==> src/rtl/y86_pkg.sv <==
// Shared Y86-64 pipeline definitions: status codes, instruction codes, register ids.
// Fetch, decode, control and the inter-stage registers all import this package.
package y86_pkg;

  typedef logic [2:0] stat_t;
  typedef logic [3:0] icode_t;
  typedef logic [3:0] regid_t;

  localparam stat_t  STAT_BUB = 3'd0;
  localparam stat_t  STAT_AOK = 3'd1;
  localparam stat_t  STAT_HLT = 3'd2;
  localparam stat_t  STAT_ADR = 3'd3;
  localparam stat_t  STAT_INS = 3'd4;

  localparam icode_t I_NOP    = 4'h1;
  localparam regid_t RNONE    = 4'hF;

  // True for the status codes that stop the machine once they retire.
  function automatic logic is_exc(input stat_t s);
    logic r;
    case (s)
      STAT_HLT, STAT_ADR, STAT_INS: r = 1'b1;
      default:                      r = 1'b0;
    endcase
    return r;
  endfunction

endpackage

==> src/rtl/pipe_reg_if.sv <==
// Bundle of the hazard controls, stage payload and status/counter outputs of one
// inter-stage pipeline register; the register itself attaches through the slave modport.
interface pipe_reg_if
  import y86_pkg::*;
#(
  parameter int NREGS = 2,
  parameter int NVALS = 2,
  parameter int CNT_W = 32
);

  logic                  stall;
  logic                  bubble;
  stat_t                 in_stat;
  icode_t                in_icode;
  logic [3:0]            in_ifun;
  logic [4*NREGS-1:0]    in_regs;
  logic [64*NVALS-1:0]   in_vals;

  stat_t                 out_stat;
  icode_t                out_icode;
  logic [3:0]            out_ifun;
  logic [4*NREGS-1:0]    out_regs;
  logic [64*NVALS-1:0]   out_vals;
  logic                  out_valid;
  logic                  frozen;
  logic                  ctl_err;
  logic [CNT_W-1:0]      stall_cnt;
  logic [CNT_W-1:0]      bubble_cnt;

  modport master (
    output stall, bubble, in_stat, in_icode, in_ifun, in_regs, in_vals,
    input  out_stat, out_icode, out_ifun, out_regs, out_vals, out_valid,
           frozen, ctl_err, stall_cnt, bubble_cnt
  );

  modport slave (
    input  stall, bubble, in_stat, in_icode, in_ifun, in_regs, in_vals,
    output out_stat, out_icode, out_ifun, out_regs, out_vals, out_valid,
           frozen, ctl_err, stall_cnt, bubble_cnt
  );

endinterface

==> src/rtl/pipe_reg_sat_counter.sv <==
// Event counter that sticks at its all-ones ceiling instead of wrapping.
module sat_counter #(
  parameter int W = 32
) (
  input  logic         clk,
  input  logic         rst_n,
  input  logic         inc,
  output logic [W-1:0] count
);

  logic [W-1:0] count_q;
  logic [W-1:0] count_d;

  // Next count: advance on an event unless already saturated.
  always_comb begin
    count_d = count_q;
    if (inc && (count_q != {W{1'b1}})) begin
      count_d = count_q + W'(1);
    end else begin
      count_d = count_q;
    end
  end

  // Count register with synchronous active-low clear.
  always_ff @(posedge clk) begin
    if (!rst_n) begin
      count_q <= {W{1'b0}};
    end else begin
      count_q <= count_d;
    end
  end

  assign count = count_q;

endmodule

==> src/rtl/pipe_reg.sv <==
// Y86-64 inter-stage pipeline register with stall/bubble control, optional sticky
// exception freeze (W boundary) and saturating stall/bubble event counters.
module pipe_reg
  import y86_pkg::*;
#(
  parameter int NREGS      = 2,
  parameter int NVALS      = 2,
  parameter int CNT_W      = 32,
  parameter bit STICKY_EXC = 1'b0
) (
  input  logic       clk,
  input  logic       rst_n,
  pipe_reg_if.slave  bus
);

  typedef struct packed {
    stat_t               stat;
    icode_t              icode;
    logic [3:0]          ifun;
    logic [4*NREGS-1:0]  regs;
    logic [64*NVALS-1:0] vals;
  } fields_t;

  fields_t fields_q;
  fields_t fields_d;
  fields_t bubble_fields_s;
  fields_t in_fields_s;
  logic    frozen_q;
  logic    frozen_d;
  logic    ctl_err_q;
  logic    ctl_err_d;
  logic    stall_inc_s;
  logic    bubble_inc_s;

  assign bubble_fields_s = '{stat:  STAT_BUB,
                             icode: I_NOP,
                             ifun:  4'h0,
                             regs:  {NREGS{RNONE}},
                             vals:  {(64*NVALS){1'b0}}};

  assign in_fields_s = '{stat:  bus.in_stat,
                         icode: bus.in_icode,
                         ifun:  bus.in_ifun,
                         regs:  bus.in_regs,
                         vals:  bus.in_vals};

  // Action select: freeze > bubble > stall > load; conflicts flagged regardless.
  always_comb begin
    fields_d     = fields_q;
    frozen_d     = frozen_q;
    stall_inc_s  = 1'b0;
    bubble_inc_s = 1'b0;
    ctl_err_d    = bus.stall & bus.bubble;
    if (frozen_q) begin
      fields_d = fields_q;
    end else if (bus.bubble) begin
      fields_d     = bubble_fields_s;
      bubble_inc_s = 1'b1;
    end else if (bus.stall) begin
      fields_d    = fields_q;
      stall_inc_s = 1'b1;
    end else begin
      fields_d = in_fields_s;
      frozen_d = STICKY_EXC && is_exc(bus.in_stat);
    end
  end

  // Payload, freeze flag and conflict pulse registers; reset loads the bubble.
  always_ff @(posedge clk) begin
    if (!rst_n) begin
      fields_q  <= bubble_fields_s;
      frozen_q  <= 1'b0;
      ctl_err_q <= 1'b0;
    end else begin
      fields_q  <= fields_d;
      frozen_q  <= frozen_d;
      ctl_err_q <= ctl_err_d;
    end
  end

  sat_counter #(.W(CNT_W)) u_stall_cnt (
    .clk   (clk),
    .rst_n (rst_n),
    .inc   (stall_inc_s),
    .count (bus.stall_cnt)
  );

  sat_counter #(.W(CNT_W)) u_bubble_cnt (
    .clk   (clk),
    .rst_n (rst_n),
    .inc   (bubble_inc_s),
    .count (bus.bubble_cnt)
  );

  assign bus.out_stat  = fields_q.stat;
  assign bus.out_icode = fields_q.icode;
  assign bus.out_ifun  = fields_q.ifun;
  assign bus.out_regs  = fields_q.regs;
  assign bus.out_vals  = fields_q.vals;
  assign bus.out_valid = (fields_q.stat != STAT_BUB);
  assign bus.frozen    = frozen_q;
  assign bus.ctl_err   = ctl_err_q;

endmodule

==> src/flat_wrapper.sv <==
// flat-port wrapper written by rule: the top's interface ports become plain ports
module pipe_reg_flat import y86_pkg::*;
#(
  parameter int NREGS      = 2,
  parameter int NVALS      = 2,
  parameter int CNT_W      = 32,
  parameter bit STICKY_EXC = 1'b0
)
  (clk, rst_n, bus_stall, bus_bubble, bus_in_stat, bus_in_icode, bus_in_ifun, bus_in_regs, bus_in_vals, bus_out_stat, bus_out_icode, bus_out_ifun, bus_out_regs, bus_out_vals, bus_out_valid, bus_frozen, bus_ctl_err, bus_stall_cnt, bus_bubble_cnt);
  pipe_reg_if #(.NREGS(NREGS), .NVALS(NVALS), .CNT_W(CNT_W)) bus_i ();
  input  logic clk;
  input  logic rst_n;
  input wire logic [$bits(bus_i.stall)-1:0] bus_stall;
  input wire logic [$bits(bus_i.bubble)-1:0] bus_bubble;
  input wire logic [$bits(bus_i.in_stat)-1:0] bus_in_stat;
  input wire logic [$bits(bus_i.in_icode)-1:0] bus_in_icode;
  input wire logic [$bits(bus_i.in_ifun)-1:0] bus_in_ifun;
  input wire logic [$bits(bus_i.in_regs)-1:0] bus_in_regs;
  input wire logic [$bits(bus_i.in_vals)-1:0] bus_in_vals;
  output wire logic [$bits(bus_i.out_stat)-1:0] bus_out_stat;
  output wire logic [$bits(bus_i.out_icode)-1:0] bus_out_icode;
  output wire logic [$bits(bus_i.out_ifun)-1:0] bus_out_ifun;
  output wire logic [$bits(bus_i.out_regs)-1:0] bus_out_regs;
  output wire logic [$bits(bus_i.out_vals)-1:0] bus_out_vals;
  output wire logic [$bits(bus_i.out_valid)-1:0] bus_out_valid;
  output wire logic [$bits(bus_i.frozen)-1:0] bus_frozen;
  output wire logic [$bits(bus_i.ctl_err)-1:0] bus_ctl_err;
  output wire logic [$bits(bus_i.stall_cnt)-1:0] bus_stall_cnt;
  output wire logic [$bits(bus_i.bubble_cnt)-1:0] bus_bubble_cnt;
  assign bus_i.stall = bus_stall;
  assign bus_i.bubble = bus_bubble;
  assign bus_i.in_stat = bus_in_stat;
  assign bus_i.in_icode = bus_in_icode;
  assign bus_i.in_ifun = bus_in_ifun;
  assign bus_i.in_regs = bus_in_regs;
  assign bus_i.in_vals = bus_in_vals;
  assign bus_out_stat = bus_i.out_stat;
  assign bus_out_icode = bus_i.out_icode;
  assign bus_out_ifun = bus_i.out_ifun;
  assign bus_out_regs = bus_i.out_regs;
  assign bus_out_vals = bus_i.out_vals;
  assign bus_out_valid = bus_i.out_valid;
  assign bus_frozen = bus_i.frozen;
  assign bus_ctl_err = bus_i.ctl_err;
  assign bus_stall_cnt = bus_i.stall_cnt;
  assign bus_bubble_cnt = bus_i.bubble_cnt;
  pipe_reg #(.NREGS(NREGS), .NVALS(NVALS), .CNT_W(CNT_W), .STICKY_EXC(STICKY_EXC)) u_core (.clk(clk), .rst_n(rst_n), .bus(bus_i));
endmodule
==> config.mk <==
export PLATFORM = sky130hd
export DESIGN_NAME = pipe_reg_flat
export DESIGN_NICKNAME = d
export VERILOG_FILES = /design/src/rtl/y86_pkg.sv /design/src/rtl/pipe_reg_if.sv /design/src/rtl/pipe_reg_sat_counter.sv /design/src/rtl/pipe_reg.sv /design/src/flat_wrapper.sv
export SDC_FILE = /design/constraint.sdc
export NUM_CORES = 1
export LEC_CHECK = 0
export ABC_AREA = 0
export BUFFER_PORTS_ARGS = -buffer_cell sky130_fd_sc_hd__buf_2
export CAP_MARGIN = 20
export CORE_ASPECT_RATIO = 0.5
export CORE_MARGIN = 2
export CORE_UTILIZATION = 32
export CTS_BUF_LIST = sky130_fd_sc_hd__clkbuf_16
export CTS_CLUSTER_DIAMETER = 120
export DETAILED_ROUTE_END_ITERATION = 10
export PLACE_DENSITY = 0.57
export SKIP_LAST_GASP = 1
export SYNTH_ARGS = -nofsm -noshare
export SYNTH_HDL_FRONTEND = slang
export SYNTH_HIERARCHICAL = 1
export SYNTH_SLANG_ARGS = --single-unit
export TNS_END_PERCENT = 20
==> constraint.sdc <==
create_clock -name clk -period 3 [get_ports clk]
set_input_delay 0.45 -clock clk [delete_from_list [all_inputs] [get_ports clk]]
set_output_delay 0.45 -clock clk [all_outputs]
set_load 0.005 [all_outputs]
Yosys cells after proc, flatten, opt, wreduce, memory -nomap -nowiden
Cells that the tools add are included.
{"block": "word_totals", "reg_bits": 213, "in_bits": 151, "out_inout_bits": 214, "elab_cells": 28}
{"block": "op_classes", "add_sub_neg": 2, "eq_ne": 3, "muxes": 8, "bitwise_logic": 2, "reduce_logical": 4}
{"operator": "147-bit 2-to-1 mux", "count": 2}
{"operator": "32-bit by 1-bit adder with 32-bit output (second input constant)", "count": 2}
{"operator": "32-bit != test (second input constant)", "count": 2}
{"operator": "1-bit 2-to-1 mux", "count": 6}
{"operator": "3-bit nonzero test", "count": 1}
{"operator": "1-bit logical AND", "count": 2}
{"operator": "2-bit by 1-bit != test with 1-bit output (second input constant)", "count": 1}
{"operator": "2-bit AND reduction", "count": 1}
{"operator": "1-bit bitwise AND", "count": 1}
{"operator": "1-bit NOT", "count": 1}

Logic depth before layout (Yosys ltp)
Gate-level depths: netlist of run 1.
{"block": "logic_depth", "ltp_word": 4, "depth_mapped": 10, "mapped_depth_nobuf": 6}

Hierarchy
The synthesis of run 1 kept the hierarchy.
{"mod": "pipe_reg", "n_inst": 1, "cells_each": 482, "area_each_um2": 5328.9, "seq_area_each_um2": 2962.8}
{"mod": "sat_counter", "n_inst": 2, "cells_each": 200, "area_each_um2": 1704.1, "seq_area_each_um2": 640.6}

Least setup slack after synthesis of run 1
Ideal clock, no wire load.
{"block": "synth_timing", "path_type": "input port to flip-flop", "start": "in bus_stall", "end": "reg u_core.u_stall_cnt.count_q[31], in the netlist u_core/u_stall_cnt/count[31]", "setup_time_ns": 0.070, "arrival_time_ns": 2.731, "required_ns": 2.930, "slack_ns": 0.200, "cell_stages": 9, "path_buffers": 3, "path_cell_list": "buf_4 > buf_6 > buf_6 > nor2b_1 > nand4_1 > or4_4 > or3_1 > or4_1 > a21oi_1"}
{"block": "synth_via", "elab_chain_cells": 4}
{"element": "start, declared", "line": "flat_wrapper.sv:13", "source": "input wire logic [$bits(bus_i.stall)-1:0] bus_stall;"}
{"element": "1-bit 2-to-1 mux", "line": "pipe_reg.sv:59", "source": "end else if (bus.stall) begin"}
{"element": "1-bit 2-to-1 mux", "line": "pipe_reg.sv:56", "source": "end else if (bus.bubble) begin"}
{"element": "1-bit 2-to-1 mux", "line": "pipe_reg.sv:54", "source": "if (frozen_q) begin"}
{"element": "named net u_core.stall_inc_s", "line": "pipe_reg.sv:32", "source": "logic stall_inc_s;"}
{"element": "1-bit logical AND", "line": "pipe_reg_sat_counter.sv:17", "source": "if (inc && (count_q != {W{1'b1}})) begin"}
{"element": "end signal, assigned", "line": "pipe_reg_sat_counter.sv:27", "source": "count_q <= {W{1'b0}};"}
{"element": "end signal, assigned", "line": "pipe_reg_sat_counter.sv:29", "source": "count_q <= count_d;"}
{"element": "end, declared", "line": "pipe_reg_sat_counter.sv:11", "source": "logic [W-1:0] count_q;"}
The timed path passes the listed nets, and every way through them passes these cells.
A chain may end at the register's enable or synchronous reset.

Final worst setup path of run 1
{"block": "layout_timing", "start": "reg u_core.u_bubble_cnt.count_q[8], in the netlist u_core/u_bubble_cnt/count[8]", "end": "reg u_core.u_bubble_cnt.count_q[1], in the netlist u_core/u_bubble_cnt/count[1]"}
{"block": "layout_via", "elab_chain_cells": 2}
{"element": "start, declared", "line": "pipe_reg_sat_counter.sv:11"}
{"element": "start signal, assigned", "line": "pipe_reg_sat_counter.sv:27"}
{"element": "start signal, assigned", "line": "pipe_reg_sat_counter.sv:29"}
{"element": "32-bit != test", "line": "pipe_reg_sat_counter.sv:17"}
{"element": "1-bit logical AND", "line": "pipe_reg_sat_counter.sv:17"}
Every way passes these cells.

==> results of run 1 <==
## cell usage after synthesis, types with 2 or more instances
cell type / instances / area [µm²]
o31ai_1: 22 / 165
o41ai_1: 6 / 52.6
or3_1: 11 / 68.8
nand4_1: 18 / 113
nand2b_1: 19 / 119
xor2_1: 2 / 17.5
and4_1: 12 / 105
nor2b_1: 2 / 12.5
xnor2_1: 8 / 70.1
mux2i_1: 161 / 1610
buf_6: 2 / 22.5
buf_8: 10 / 150
or3_4: 2 / 22.5
a2111oi_0: 2 / 17.5
o21a_1: 2 / 15.0
o311ai_0: 4 / 35.0
clkbuf_1: 21 / 78.8
a211oi_1: 2 / 15.0
inv_1: 6 / 22.5
a21o_1: 2 / 15.0
a2111o_1: 2 / 22.5
o21ai_0: 6 / 30.0
or4_4: 4 / 45.0
buf_4: 7 / 52.6
and3_1: 7 / 43.8
nand3_2: 4 / 40.0
dfxtp_1: 212 / 4240
a31oi_1: 2 / 12.5
or4_1: 22 / 165
nand3_1: 24 / 120
and2_1: 4 / 25.0
o41ai_2: 2 / 32.5
a21oi_1: 30 / 150
nor2_1: 156 / 586
ha_1: 2 / 25.0
nor3_1: 6 / 30.0
o31a_1: 2 / 17.5
nand2_1: 41 / 154
buf_2: 16 / 80.1
nor4_1: 12 / 75.1
o211ai_1: 4 / 30.0
## layout make-up
type                    count  area (µm²)
inverters                   6        22.5
fillers                  2667       15200
clock buffers              21         526
well taps                 352         440
repair buffers            380        1980
flip-flops and latches    212        4240
clock inverters            15         128
multi-input cells         606        4080
## power groups by stage
stage | sequential, mW | clock (mW) | combinational (mW)
6_report | 2.92 | 2.58 | 0.474
5_1_grt | 2.93 | 2.79 | 0.520
4_1_cts | 2.92 | 2.68 | 0.480
3_5_place_dp | 2.99 | 0 | 0.477
3_3_place_gp | 2.98 | 0 | 0.470
2_1_floorplan | 2.99 | 0 | 0.266
## worst max path at each step
stage,startpoint,to,slack (ns),cells past startpoint
floorplan,bus_stall,u_core/u_stall_cnt/count[31],0.20,9
global placement,bus_stall,u_core/u_stall_cnt/count[31],0.54,7
detailed placement,bus_stall,u_core/u_stall_cnt/count[31],0.54,7
CTS,u_core/u_bubble_cnt/count[8],u_core/u_bubble_cnt/count[1],0.77,5
global route,u_core/u_bubble_cnt/count[8],u_core/u_bubble_cnt/count[1],0.57,5
finish,u_core/u_bubble_cnt/count[8],u_core/u_bubble_cnt/count[1],0.77,5
## per-stage QoR
stage	util (%)	worst slack [ns]	cell area, µm²	total power [mW]
final	42.9	0.773	11400	5.98
after global routing	42.9	0.566	11400	6.24
after CTS	42.9	0.768	11400	6.08
after detailed placement	40.4	0.538	10800	3.46
after global placement	40.4	0.544	10800	3.45
after floorplan	-	0.200	8740	3.26
## state kept, by name, indices dropped and copies added, names as in the netlist
| signal | cells |
|---|---|
| u_core/bus.ctl_err | 1 |
| u_core/bus.out_icode | 4 |
| u_core/bus.out_ifun | 4 |
| u_core/bus.out_regs | 8 |
| u_core/bus.out_stat | 3 |
| u_core/bus.out_vals | 128 |
| u_core/u_bubble_cnt/count | 32 |
| u_core/u_stall_cnt/count | 32 |
## layer usage
metal | routed length, µm | global-route usage [%]
met1 | 10700 | 20.0
met2 | 13100 | 30.5
met3 | 1180 | 3.42
met4 | 564 | 4.64
met5 | 0 | 0
## worst register-to-register path, cell delays in order (launching register included)
cell     delay (ns)
dfxtp_1        0.44
nand4_1        0.21
or3_1          0.48
o41ai_2        0.68
mux2i_1        0.26
nor2_1         0.05
## cells by family (layout without fill, tap and decap cells)
kind of cell,Yosys count,in the layout
AO/OA/AOI/OAI,88,88
XOR/XNOR,10,10
adder cells (fa/ha/maj),2,2
buffers and inverters,64,422
flip-flops,212,212
multiplexers,161,161
other,1,1
AND/OR/NAND/NOR,344,344
==> impl_metrics.py, run 1 <==
metrics = {
    "status": {
        "status": "finished clean",
    },
    "floorplan": {
        "die_x_um": 238,
        "core_area_um2": 26600,
        "die_h_um": 121,
        "die_area_um2": 28700,
        "start_util_pct": 32.8,
        "fp-row-count": 42,
        "ios": 365,
    },
    "logic_synthesis": {
        "synth_seq_area_share_pct": 48.6,
        "syn_area_um2": 8740,
        "syn-num-nets": 1035,
        "syn_inst": 882,
        "synth_cell_types": 44,
        "synth_edf_count": 0,
        "synthFlopType": "dfxtp_1",
        "synthXorXnorAreaFrac_pct": 1.00,
        "synth_warnings": 6,
        "postSynthAreaPerCell_um2": 9.91,
        "synth_compound_area_share_pct": 6.99,
        "synth-async-reset-ratio_pct": 0,
        "synth_fa_ha_area_share_pct": 0.286,
        "synth_mux_area_share_pct": 18.4,
        "synth-simple-area-share_pct": 19.7,
        "synth_top_family_by_area": "simple AND/OR/NAND/NOR gates",
        "synth_seq_cells": 212,
    },
    "worst_setup_path": {
        "crit_buf_inv": 0,
        "ff2ff_setup_slack_ns": 0.77,
        "startpoint_type": "register",
        "crit_family": "simple AND/OR/NAND/NOR gates",
        "worst_ep_required_time_ns": 3.39,
        "critPathMaxStageDelay_ns": 0.67,
        "cp_slowest_cell": "o41ai_2",
        "worstPathCellList": "nand4_1, or3_1, o41ai_2, mux2i_1, nor2_1",
        "reg2reg_from": "u_core/u_bubble_cnt/count[8]",
        "cp.arrival_ns": 2.62,
        "crit_path_end_kind": "register",
        "timing.rr.end": "u_core/u_bubble_cnt/count[1]",
        "crit_fanout": 7,
        "ff2ff_path_depth": 5,
        "crit_type": "reg2reg",
    },
    "pwr": {
        "switching_power_mw": 1.40,
        "internal-power_mw": 4.57,
        "seqPwrFrac_pct": 48.9,
        "p_leak_nw": 5.38,
        "irDropWorstVdd_v": 0.000337,
        "p_clk_share_pct": 43.2,
        "p_sw_share_pct": 23.5,
        "combPwrFrac_pct": 7.9,
        "pwr_density_cell_nw_per_um2": 523,
    },
    "final_layout": {
        "antenna_cells": 0,
        "mostFrequentLayoutCells": "362 x buf_2, 212 x dfxtp_1, 161 x mux2i_1, 156 x nor2_1, 41 x nand2_1",
        "final_common_cell": "buf_2",
        "drive_gt1_share_pct": 34.4,
        "fin_nets": 1380,
        "finalNonFillerCells": 1592,
        "area_delta_synth_final_pct": 30.7,
    },
    "global_route": {
        "grt_pass1_wl_mm": 39.1,
        "antenna_found_initial": 0,
        "grt_pass1_vias": 7346,
        "overflow": 0,
        "grt_use_total_pct": 16.7,
        "grt_max_degree": 149,
    },
    "drt": {
        "wire_per_inst_um": 16.0,
        "ant_nets": 0,
        "dr.pass1.iters": 5,
        "drt_wl_total_mm": 25.5,
        "vias_per_cell": 4.83,
        "vias": 7694,
        "drt_iter0_drc": 416,
        "route.detailed.drc": 0,
    },
    "timing": {
        "tightestPinTransition_ns": 1.13,
        "drv_slew": 0,
        "min_period_ns": 2.23,
        "max_freq_mhz": 449,
        "whs_ns": 0.154,
        "min_period_over_period_pct": 74.2,
        "final-setup-viol-count": 0,
        "final-hold-violation-count": 0,
        "tns_ns": 0,
        "slew_headroom_pct": 24.7,
        "rsz0062_at_grt": "false",
        "clock-skew-final_ns": 0.0122,
    },
    "clock_tree": {
        "cts_made_buffers": 21,
        "cts_resized": 0,
        "clk_latency_ns": 0.51,
        "ctsHoldBuffers": 0,
        "tritoncts": "yes",
        "cts_root_buf": "clkbuf_16",
        "h-tree-depth": 1,
        "cts.clk_slew.worst_paths_ns": 0.07,
        "cts_sinks": 212,
        "clockBufferDepth": 3,
        "cts_setup_buffers": 0,
    },
    "min_path": {
        "hp-class": "in2reg",
        "min_to": "u_core/bus.out_icode[0]",
        "hold_start": "bus_in_icode[0]",
        "hold-path-cell-count": 3,
    },
    "placement": {
        "io_buffer_count": 363,
        "routabilityCongestion": 0.821,
        "dpl.hpwl_mm": 18.8,
        "dp.cells": 1556,
    },
    "run": {
        "maxCapViolCount": 0,
    },
}
(Power assumes the default switching activity.)
==> run 2, diff against run 1 <==
Clock period 3 ns to 2.27 ns, I/O delays scaled along.
==> impl_metrics.py, run 2 (synthesis gave the netlist of run 1 again) <==
metrics = {
    "status": {
        "status": "finished clean",
    },
    "drt": {
        "dr.pass1.iters": 5,
        "drt_iter0_drc": 429,
        "wire_per_inst_um": 16.1,
        "drt_wl_total_mm": 26.5,
        "vias": 7843,
        "route.detailed.drc": 0,
        "ant_nets": 0,
        "vias_per_cell": 4.79,
    },
    "placement": {
        "routabilityCongestion": 0.853,
        "place_area_um2": 11100,
        "dpl.hpwl_mm": 19.5,
        "io_buffer_count": 363,
    },
    "final_layout": {
        "final_common_cell": "buf_2",
        "area_delta_synth_final_pct": 33.9,
        "num-fill-cells": 2614,
        "final-seq-area_um2": 4240,
        "mostFrequentLayoutCells": "362 x buf_2, 212 x dfxtp_1, 161 x mux2i_1, 156 x nor2_1, 57 x buf_4",
        "fin_nets": 1422,
        "largest_register_ffs": 128,
        "fin_util_pct": 43.9,
        "multi_input_area_um2": 4090,
        "fin_area_um2": 11700,
        "drive_gt1_share_pct": 36.3,
    },
    "timing": {
        "clock-skew-final_ns": 0.0119,
        "min_period_over_period_pct": 94.5,
        "min_period_ns": 2.15,
        "slew_headroom_pct": 23.4,
        "drv_slew": 0,
        "final-hold-violation-count": 0,
        "rsz0062_at_grt": "true",
        "final-setup-viol-count": 0,
        "tns_ns": 0,
        "tightestPinTransition_ns": 1.15,
        "max_freq_mhz": 466,
    },
    "worst_setup_path": {
        "crit_path_end_kind": "register",
        "cp.arrival_ns": 2.58,
        "worstPathCellList": "nand3_2, or4_4, or3_1, or4_1, a21oi_1",
        "crit_buf_inv": 0,
        "critPathMaxStageDelay_ns": 0.56,
        "startpoint_type": "register",
        "worst_ep_required_time_ns": 2.71,
        "cp_slowest_cell": "or4_4",
        "crit_type": "reg2reg",
        "crit_fanout": 6,
        "crit_family": "simple AND/OR/NAND/NOR gates",
    },
    "clock_tree": {
        "clockBufferDepth": 3,
        "cts_root_buf": "clkbuf_16",
        "cts.clk_slew.worst_paths_ns": 0.06,
        "cts_made_buffers": 21,
        "cts_sinks": 212,
        "h-tree-depth": 1,
        "clk_latency_ns": 0.51,
        "tritoncts": "yes",
    },
    "pwr": {
        "p_sw_share_pct": 24.0,
        "internal-power_mw": 5.82,
        "combPwrFrac_pct": 8.3,
        "seqPwrFrac_pct": 50.4,
        "p_leak_nw": 5.60,
        "irDropWorstVdd_v": 0.000382,
        "p_clk_share_pct": 41.2,
        "switching_power_mw": 1.84,
        "pwr_density_cell_nw_per_um2": 655,
    },
    "run": {
        "maxCapViolCount": 0,
    },
    "global_route": {
        "antenna_found_initial": 3,
        "grt_pass1_vias": 7564,
        "grt_max_degree": 149,
        "overflow": 0,
        "grt_use_total_pct": 17.5,
        "grt_pass1_wl_mm": 40.4,
    },
    "floorplan": {
        "die_x_um": 238,
        "start_util_pct": 32.8,
        "fp-row-count": 42,
        "die_h_um": 121,
        "ios": 365,
        "core_area_um2": 26600,
        "die_area_um2": 28700,
    },
    "min_path": {
        "hp-class": "in2reg",
    },
}
run 2: cell count changes in the layout (fill, tap and decap cells not counted):
cell	previous run	this run
buf_4	15	57
diode_2	0	4
inv_1	8	11
bufinv_16	2	0
clkinvlp_4	2	0
a2111oi_0	2	1
a2111oi_1	0	1
clkinv_1	3	4
clkinv_2	5	4
inv_6	1	2
nor2b_1	2	1
nor2b_4	0	1
run 2: area by class of cell:
class	instances	area share (%)
tap	352	3.76
sequential	212	36.3
timing repair buffer	422	19.6
antenna	4	0.0856
multi-input combinational	606	35.0
clock buffer	21	4.49
inverter	6	0.193
clock inverter	15	0.610
run 2: per-stage QoR:
step                hold WS, ns  cells  setup slack, ns  power (mW)
floorplan                 0.466    882           -0.185        4.31
global placement          0.455   1598           0.0383        4.57
detailed placement        0.464   1598           0.0310        4.59
CTS                      0.0256   1634            0.131        7.80
global route             0.0362   1637         -0.00727        8.03
finish                   0.0548   1638            0.124        7.66
run 2: path summary, 6_finish.rpt:
| path | from | cells past startpoint | slack, ns | end |
|---|---|---|---|---|
| worst max-delay path | u_core/u_bubble_cnt/count[17] | 5 | 0.12 | u_core/u_bubble_cnt/count[31] |
| worst min-delay path | bus_in_regs[2] | 3 | 0.05 | u_core/bus.out_regs[2] |
| worst max register to register | u_core/u_bubble_cnt/count[17] | 5 | 0.12 | u_core/u_bubble_cnt/count[31] |
| worst min register to register | u_core/bus.out_regs[2] | 2 | 0.48 | u_core/bus.out_regs[2] |
run 2: power groups by stage:
| stage | Sequential, mW | Combinational [mW] | Clock (mW) |
|---|---|---|---|
| finish | 3.86 | 0.639 | 3.16 |
| CTS | 3.86 | 0.645 | 3.30 |
| global route | 3.87 | 0.698 | 3.46 |
| floorplan | 3.95 | 0.355 | 0 |
| detailed placement | 3.94 | 0.642 | 0 |
| global placement | 3.94 | 0.632 | 0 |
run 2: worst reg2reg max path, cell delays in order (launching register included):
cell and delay, ns:
dfxtp_1 0.41, nand3_2 0.15, or4_4 0.57, or3_1 0.40, or4_1 0.41, a21oi_1 0.15
run 2: layer usage:
metal | routed length [µm] | global-route usage, % | up-vias
met5 | 0 | 0 | -
met4 | 781 | 6.33 | 0
met3 | 964 | 3.01 | 47
met2 | 13500 | 31.5 | 174
met1 | 11200 | 20.9 | 3708
li1 | - | - | 3914
run 2: what timing repair did:
action                     CTS  global route
buffers inserted             0             0
hold endpoints to repair     0             0
hold buffers                 0             0
setup endpoints to repair    0             2
resized for setup            0             1
